File: src/rtl/muldiv_unit_pkg.sv
// Shared definitions for the HI/LO multiply/divide unit.
package muldiv_unit_pkg;

  typedef logic [31:0] word_t;
  typedef logic [5:0]  funct_t;

  typedef enum logic [2:0] {
    MD_MULT  = 3'd0,
    MD_MULTU = 3'd1,
    MD_DIV   = 3'd2,
    MD_DIVU  = 3'd3,
    MD_MTHI  = 3'd4,
    MD_MTLO  = 3'd5
  } muldiv_op_t;

  localparam int unsigned DIV_ITERS = 32;
  localparam logic [4:0]  DIV_LAST  = 5'(DIV_ITERS - 1);

  // Low 64 bits of the product of the sign- or zero-extended operands.
  function automatic logic [63:0] mul64(input word_t a, input word_t b, input logic is_signed);
    logic [63:0] ea;
    logic [63:0] eb;
    ea = is_signed ? {{32{a[31]}}, a} : {32'b0, a};
    eb = is_signed ? {{32{b[31]}}, b} : {32'b0, b};
    return ea * eb;
  endfunction

endpackage

File: src/rtl/muldiv_unit_div_core.sv
// Radix-2 restoring divider on operand magnitudes, one iteration per step.
module div_core
  import muldiv_unit_pkg::*;
(
  input  logic  clk_i,
  input  logic  rst_ni,
  input  logic  start_i,
  input  logic  step_i,
  input  word_t a_i,
  input  word_t b_i,
  input  logic  is_signed_i,
  output logic  last_o,
  output word_t quo_o,
  output word_t rem_o
);

  word_t      rem_q, rem_d;
  word_t      quo_q, quo_d;
  word_t      dvs_q, dvs_d;
  logic [4:0] cnt_q, cnt_d;
  logic       neg_quo_q, neg_quo_d;
  logic       neg_rem_q, neg_rem_d;

  word_t       a_mag, b_mag;
  logic [32:0] shifted, diff;
  logic        fits;
  word_t       rem_step, quo_step;

  // One restoring iteration plus operand load; results are the post-step values, sign-fixed.
  always_comb begin
    a_mag    = (is_signed_i && a_i[31]) ? -a_i : a_i;
    b_mag    = (is_signed_i && b_i[31]) ? -b_i : b_i;
    shifted  = {rem_q, quo_q[31]};
    diff     = shifted - {1'b0, dvs_q};
    fits     = ~diff[32];
    rem_step = fits ? diff[31:0] : shifted[31:0];
    quo_step = {quo_q[30:0], fits};

    rem_d     = rem_q;
    quo_d     = quo_q;
    dvs_d     = dvs_q;
    cnt_d     = cnt_q;
    neg_quo_d = neg_quo_q;
    neg_rem_d = neg_rem_q;
    if (start_i) begin
      rem_d     = '0;
      quo_d     = a_mag;
      dvs_d     = b_mag;
      cnt_d     = '0;
      // A zero divisor keeps the all-ones quotient unsigned-looking and hi = a.
      neg_quo_d = is_signed_i && (a_i[31] ^ b_i[31]) && (b_i != '0);
      neg_rem_d = is_signed_i && a_i[31];
    end else if (step_i) begin
      rem_d = rem_step;
      quo_d = quo_step;
      cnt_d = cnt_q + 5'd1;
    end

    quo_o  = neg_quo_q ? -quo_step : quo_step;
    rem_o  = neg_rem_q ? -rem_step : rem_step;
    last_o = (cnt_q == DIV_LAST);
  end

  // Divider datapath registers.
  always_ff @(posedge clk_i or negedge rst_ni) begin
    if (!rst_ni) begin
      rem_q     <= '0;
      quo_q     <= '0;
      dvs_q     <= '0;
      cnt_q     <= '0;
      neg_quo_q <= 1'b0;
      neg_rem_q <= 1'b0;
    end else begin
      rem_q     <= rem_d;
      quo_q     <= quo_d;
      dvs_q     <= dvs_d;
      cnt_q     <= cnt_d;
      neg_quo_q <= neg_quo_d;
      neg_rem_q <= neg_rem_d;
    end
  end

endmodule

File: src/rtl/muldiv_unit.sv
// HI/LO multiply/divide unit: single-cycle registered multiply, 32-cycle restoring divide.
module muldiv_unit
  import muldiv_unit_pkg::*;
(
  input  logic       clk,
  input  logic       resetn,
  input  logic       req_valid,
  input  muldiv_op_t req_op,
  input  word_t      req_a,
  input  word_t      req_b,
  output logic       req_ready,
  input  logic       flush,
  output logic       busy,
  output logic       done,
  output word_t      hi,
  output word_t      lo
);

  localparam logic [1:0] StIdle = 2'd0;
  localparam logic [1:0] StMul  = 2'd1;
  localparam logic [1:0] StDiv  = 2'd2;
  localparam logic [1:0] StDone = 2'd3;

  logic [1:0]  state_q, state_d;
  word_t       hi_q, hi_d;
  word_t       lo_q, lo_d;
  logic [63:0] prod_q, prod_d;

  logic  accept;
  logic  div_start, div_step, div_last;
  word_t div_quo, div_rem;

  div_core u_div_core (
    .clk_i       (clk),
    .rst_ni      (resetn),
    .start_i     (div_start),
    .step_i      (div_step),
    .a_i         (req_a),
    .b_i         (req_b),
    .is_signed_i (req_op == MD_DIV),
    .last_o      (div_last),
    .quo_o       (div_quo),
    .rem_o       (div_rem)
  );

  // Handshake and status outputs; reset holds req_ready low.
  always_comb begin
    req_ready = resetn && (state_q == StIdle);
    busy      = (state_q == StMul) || (state_q == StDiv);
    done      = (state_q == StDone);
    accept    = req_valid && req_ready && !flush;
    hi        = hi_q;
    lo        = lo_q;
  end

  // Sequencing FSM and HI/LO next-state.
  always_comb begin
    state_d   = state_q;
    hi_d      = hi_q;
    lo_d      = lo_q;
    prod_d    = prod_q;
    div_start = 1'b0;
    div_step  = 1'b0;
    unique case (state_q)
      StIdle: begin
        if (accept) begin
          case (req_op)
            MD_MULT, MD_MULTU: begin
              prod_d  = mul64(req_a, req_b, req_op == MD_MULT);
              state_d = StMul;
            end
            MD_DIV, MD_DIVU: begin
              div_start = 1'b1;
              state_d   = StDiv;
            end
            MD_MTHI: hi_d = req_a;
            MD_MTLO: lo_d = req_a;
            default: ;
          endcase
        end
      end
      StMul: begin
        if (flush) begin
          state_d = StIdle;
        end else begin
          {hi_d, lo_d} = prod_q;
          state_d      = StDone;
        end
      end
      StDiv: begin
        if (flush) begin
          state_d = StIdle;
        end else begin
          div_step = 1'b1;
          if (div_last) begin
            hi_d    = div_rem;
            lo_d    = div_quo;
            state_d = StDone;
          end
        end
      end
      StDone:  state_d = StIdle;
      default: state_d = StIdle;
    endcase
  end

  // Architectural state and product register.
  always_ff @(posedge clk or negedge resetn) begin
    if (!resetn) begin
      state_q <= StIdle;
      hi_q    <= '0;
      lo_q    <= '0;
      prod_q  <= '0;
    end else begin
      state_q <= state_d;
      hi_q    <= hi_d;
      lo_q    <= lo_d;
      prod_q  <= prod_d;
    end
  end

endmodule

File: config.mk
export PLATFORM = sky130hd
export DESIGN_NAME = muldiv_unit
export DESIGN_NICKNAME = d
export VERILOG_FILES = /design/src/rtl/muldiv_unit_pkg.sv /design/src/rtl/muldiv_unit_div_core.sv /design/src/rtl/muldiv_unit.sv
export SDC_FILE = /design/constraint.sdc
export NUM_CORES = 2
export LEC_CHECK = 0
export ABC_AREA = 0
export ABC_CLOCK_PERIOD_IN_PS = 7600
export CORE_MARGIN = 2
export CORE_UTILIZATION = 30
export CTS_CLUSTER_SIZE = 24
export DETAILED_ROUTE_END_ITERATION = 16
export GPL_TIMING_DRIVEN = 0
export HOLD_SLACK_MARGIN = 0.08
export PLACE_DENSITY_LB_ADDON = 0.08
export SLEW_MARGIN = 20
export SYNTH_ARGS = -nofsm -noshare
export SYNTH_HDL_FRONTEND = slang
export SYNTH_SLANG_ARGS = --single-unit
File: constraint.sdc
create_clock -name clk -period 7.6 [get_ports clk]
set_input_delay 1.52 -clock clk [delete_from_list [all_inputs] [get_ports clk]]
set_output_delay 1.52 -clock clk [all_outputs]
set_load 0.1 [all_outputs]
==> summary.md <==
| Metric | Value |
|---|---|
| Run status | `finished with violations` |
| Failing checks | `setup timing` |
| Post-synthesis average cell area | `9.12 µm²` |
| Slew HR | `0.207` |
| CTS tree | `yes` |
| Number of I/O pins | `138` |
| Final number of setup-violating endpoints | `49` |
| Critical register-to-register path endpoint | `lo[28]$_DFFE_PN0P_` |
| Synth top cells by count | `inv_1 (1,547), fa_1 (1,415), nand2_1 (930)` |
| Synthesized net count | `8,716` |
| Post-synth ARST share | `1.00` |
| Register-to-Register Setup Slack | `1.38 ns` |
| Num rows | `167` |
| Final critical-path required period | `10.08 ns` |
| Number of buffers added by the clock tree synthesis step | `29` |
| Antenna violations before repair | `39` |
| Post-Layout Inst Area | `75,100 µm²` |
| Number of iterations in the first detailed-routing pass | `5` |
| Arr. time, crit path | `10.52 ns` |
| Post-Synthesis Cell Area | `62,600 µm²` |
| Overall die area | `213,000 µm²` |
| Final count of pins violating max slew | `0` |
| Total Routed Length | `296 mm` |
| Number of fill cells | `21,600` |
| Number of I/O port buffers | `98` |
| Number of buffers and inverters on the critical path | `11` |
| Final estimated routing congestion in global placement | `0.916` |
| Placeable core area | `207,000 µm²` |
| Synthesis-stage register bit count | `233` |
| Area taken by flip-flops and latches | `5830 µm²` |
| Slowest cell on crit path | `fa_2` |
| Vertical die dimension | `461 µm` |
| Drc violations | `0` |
| Growth of design area from synthesis to finish | `19.8%` |
| Cell with the most instances after synthesis | `inv_1` |
| Detail-routed net length per standard cell | `29.5 µm` |
| Area share of the largest cell type after synthesis | `0.452` |
| Post-route fraction of the period consumed by the critical path | `1.33` |
| Smallest setup slack after layout | `-2.48 ns` |
| Data required time of the worst path | `8.04 ns` |
| Library cell appearing most often on the critical path | `fa_1` |
| Die boundary width | `461 µm` |
| Effective utilization at floorplan | `0.302` |
| Largest net degree at the start of global routing | `83` |
| Vias per Instance | `4.92` |
| Via count of the first global-routing pass | `53,200` |
| Setup repair after global routing missed its margin | `yes` |
| Maximum Capacitance Violations | `0` |
| Final hold violation count | `0` |
| Cell count after synthesis | `6,873` |
| Fraction of the yosys area taken by sequential cells | `0.0931` |
| Crit path max fanout | `8` |
| Overall track demand over capacity in global routing | `0.280` |
| Global-route wire length before repair | `414 mm` |
| Count of routing violations after the opening detailed-route iteration | `3,632` |
| Total global routing overflow | `0` |
| Leading cell types by total area after synthesis | `fa_1 (45%), dfrtp_1 (9.3%), inv_1 (9.3%), ha_1 (7.1%), nand2_1 (5.6%)` |
| Maximum achievable frequency | `99.2 MHz` |
| EDFF count, synth | `0` |
| Synth unique cells | `90` |
| Startpoint of the worst hold path | `lo[9]$_DFFE_PN0P_` |
| Clock Sink Count | `233` |
| Number of buffers added to fix hold violations after cts | `0` |
| Reg2Reg Depth | `22` |
| Root Driver | `clkbuf_16` |
| Via count of the routed design | `49,400` |
| Worst Hold Path Cells | `2` |
| Insertion delay of the later-clocked pin in the worst-skew pair | `0.60 ns` |
| Worst Setup Path Type | `in -> reg` |
| Post-route ant nets | `0` |
| CP max stage delay | `0.65 ns` |
| Max Buffers Root-to-Sink | `3` |
| Combined area of the multi-input logic cells | `51,400 µm²` |
| Detailed Place HPWL | `249 mm` |
| Placed Area | `69,300 µm²` |
| CP Capture Type | `flop` |
| Fraction of layout cells with a size suffix above 1 | `0.139` |
| Worst hold path type | `reg -> reg` |
| Reg clk slew, reported paths | `0.06 ns` |
| Worst-case hold path end point | `lo[9]$_DFFE_PN0P_` |
| Htree depth | `1` |
| Yosys warnings | `0` |
| Final Skew | `0.0190 ns` |
| Worst path top cell family by delay | `adder cells` |
| Layout net count | `9,061` |
| CP Launch Type | `input port` |
| Reg-to-Reg Start | `u_div_core.quo_q[31]$_DFFE_PN0P_` |
| Post-synth top flop | `dfrtp_1` |
| Worst Max-Slew Pin Slew | `1.19 ns` |
| Top cell type by total area after synthesis | `fa_1` |
logic make-up after synthesis:
| family | after synthesis | share of synthesized area |
|---|---|---|
| buffers and inverters | 1944 | 0.117 |
| AOI/OAI and AO/OA | 755 | 0.0797 |
| and+or+nand+nor | 1833 | 0.138 |
| adders and majority gates | 1773 | 0.524 |
| DFF | 233 | 0.0931 |
| muxes | 72 | 0.0118 |
| xor gates and xnor gates | 263 | 0.0369 |
placed cells by master, fill, tap and decap left out, types with 32 or more instances in the layout:
master	n
a21o_1	56
nor3_1	37
a211oi_1	41
mux2i_1	58
a221oi_1	57
ha_1	311
o31ai_1	65
inv_2	49
clkbuf_8	55
clkbuf_16	96
ha_4	39
nor2_1	210
xor2_1	94
o21ai_1	52
buf_6	56
fa_2	93
buf_4	186
clkbuf_1	106
o21ai_0	130
xnor2_1	144
fa_1	1322
and2_1	402
clkdlybuf4s50_1	70
a21oi_1	141
dfrtp_1	233
nand2b_1	34
buf_8	41
clkbuf_2	32
nand2_1	889
inv_1	1492
worst register-to-register path: stages, from the launching register on:
cell      delay [ns]
dfrtp_1         0.45
inv_1           0.11
ha_1            0.19
inv_1           0.06
fa_1            0.41
a211o_1         0.41
a21oi_1         0.20
a211o_2         0.19
a21oi_2         0.11
nor3_4          0.59
nor2_4          0.06
inv_2           0.18
buf_2           0.37
buf_2           0.40
ha_1            0.31
nand2_1         0.13
or4_4           0.47
nand2b_1        0.26
or3_1           0.43
o21ai_1         0.16
xnor2_1         0.10
a221oi_1        0.42
o31ai_1         0.10
worst max path at each step:
| stage | startpoint | to | slack [ns] | cells past startpoint |
|---|---|---|---|---|
| final | req_op[0] | prod_q[60]$_DFFE_PN0P_ | -2.48 | 34 |
| after global routing | req_op[0] | prod_q[62]$_DFFE_PN0P_ | -2.67 | 34 |
| after CTS | req_op[2] | prod_q[61]$_DFFE_PN0P_ | -2.52 | 35 |
| after detailed placement | req_op[0] | prod_q[59]$_DFFE_PN0P_ | -5.46 | 33 |
| after global placement | resetn | prod_q[61]$_DFFE_PN0P_ | -7.03 | 8 |
| after floorplan | req_op[2] | prod_q[61]$_DFFE_PN0P_ | -2.08 | 31 |
metal layers:
layer / up-vias / global-route usage / share of wire
met5: - / 0 / 0.000044
met1: 26200 / 0.383 / 0.44
met2: 1472 / 0.457 / 0.46
met4: 2 / 0.0950 / 0.040
li1: 21400 / - / -
met3: 310 / 0.0351 / 0.059
cell type report:
| cell class | instances | share of cell area |
|---|---|---|
| Multi-Input combinational cell | 4696 | 0.684 |
| Inverter | 1548 | 0.0777 |
| Clock buffer | 37 | 0.0106 |
| Antenna cell | 13 | 0.000433 |
| Clock inverter | 12 | 0.00193 |
| Tap cell | 2788 | 0.0465 |
| Sequential cell | 233 | 0.0777 |
| Buffer | 382 | 0.0570 |
| Timing Repair Buffer | 328 | 0.0439 |
registers in the layout, indices dropped and copies added, names as in the netlist:
name                  count
hi                       32
lo                       32
prod_q                   64
state_q                   2
u_div_core.cnt_q          5
u_div_core.dvs_q         32
u_div_core.neg_quo_q      1
u_div_core.neg_rem_q      1
u_div_core.quo_q         32
u_div_core.rem_q         32
through the flow:
step	setup slack, ns	cells	setup TNS, ns	hold slack, ns	utilization
2_1_floorplan	-2.08	6873	-53.69	0.449	-
3_3_place_gp	-7.03	9759	-2857.91	0.473	0.333
3_5_place_dp	-5.46	9766	-201.66	0.471	0.334
4_1_cts	-2.52	9931	-68.40	0.484	0.355
5_1_grt	-2.67	10000	-78.52	0.517	0.362
6_report	-2.48	10000	-68.90	0.479	0.362
timing repair:
item                                    in CTS  in global routing
endpoints found under the setup margin      57                 52
buffers inserted                           122                 96
pin swaps                                  203                185
hold endpoints to repair                     0                  0
resized for setup                          680                237
gates cloned                                 1                  6
Power is not shown: default switching activity piles up to over one toggle a cycle in this logic, so the estimate is an artifact.
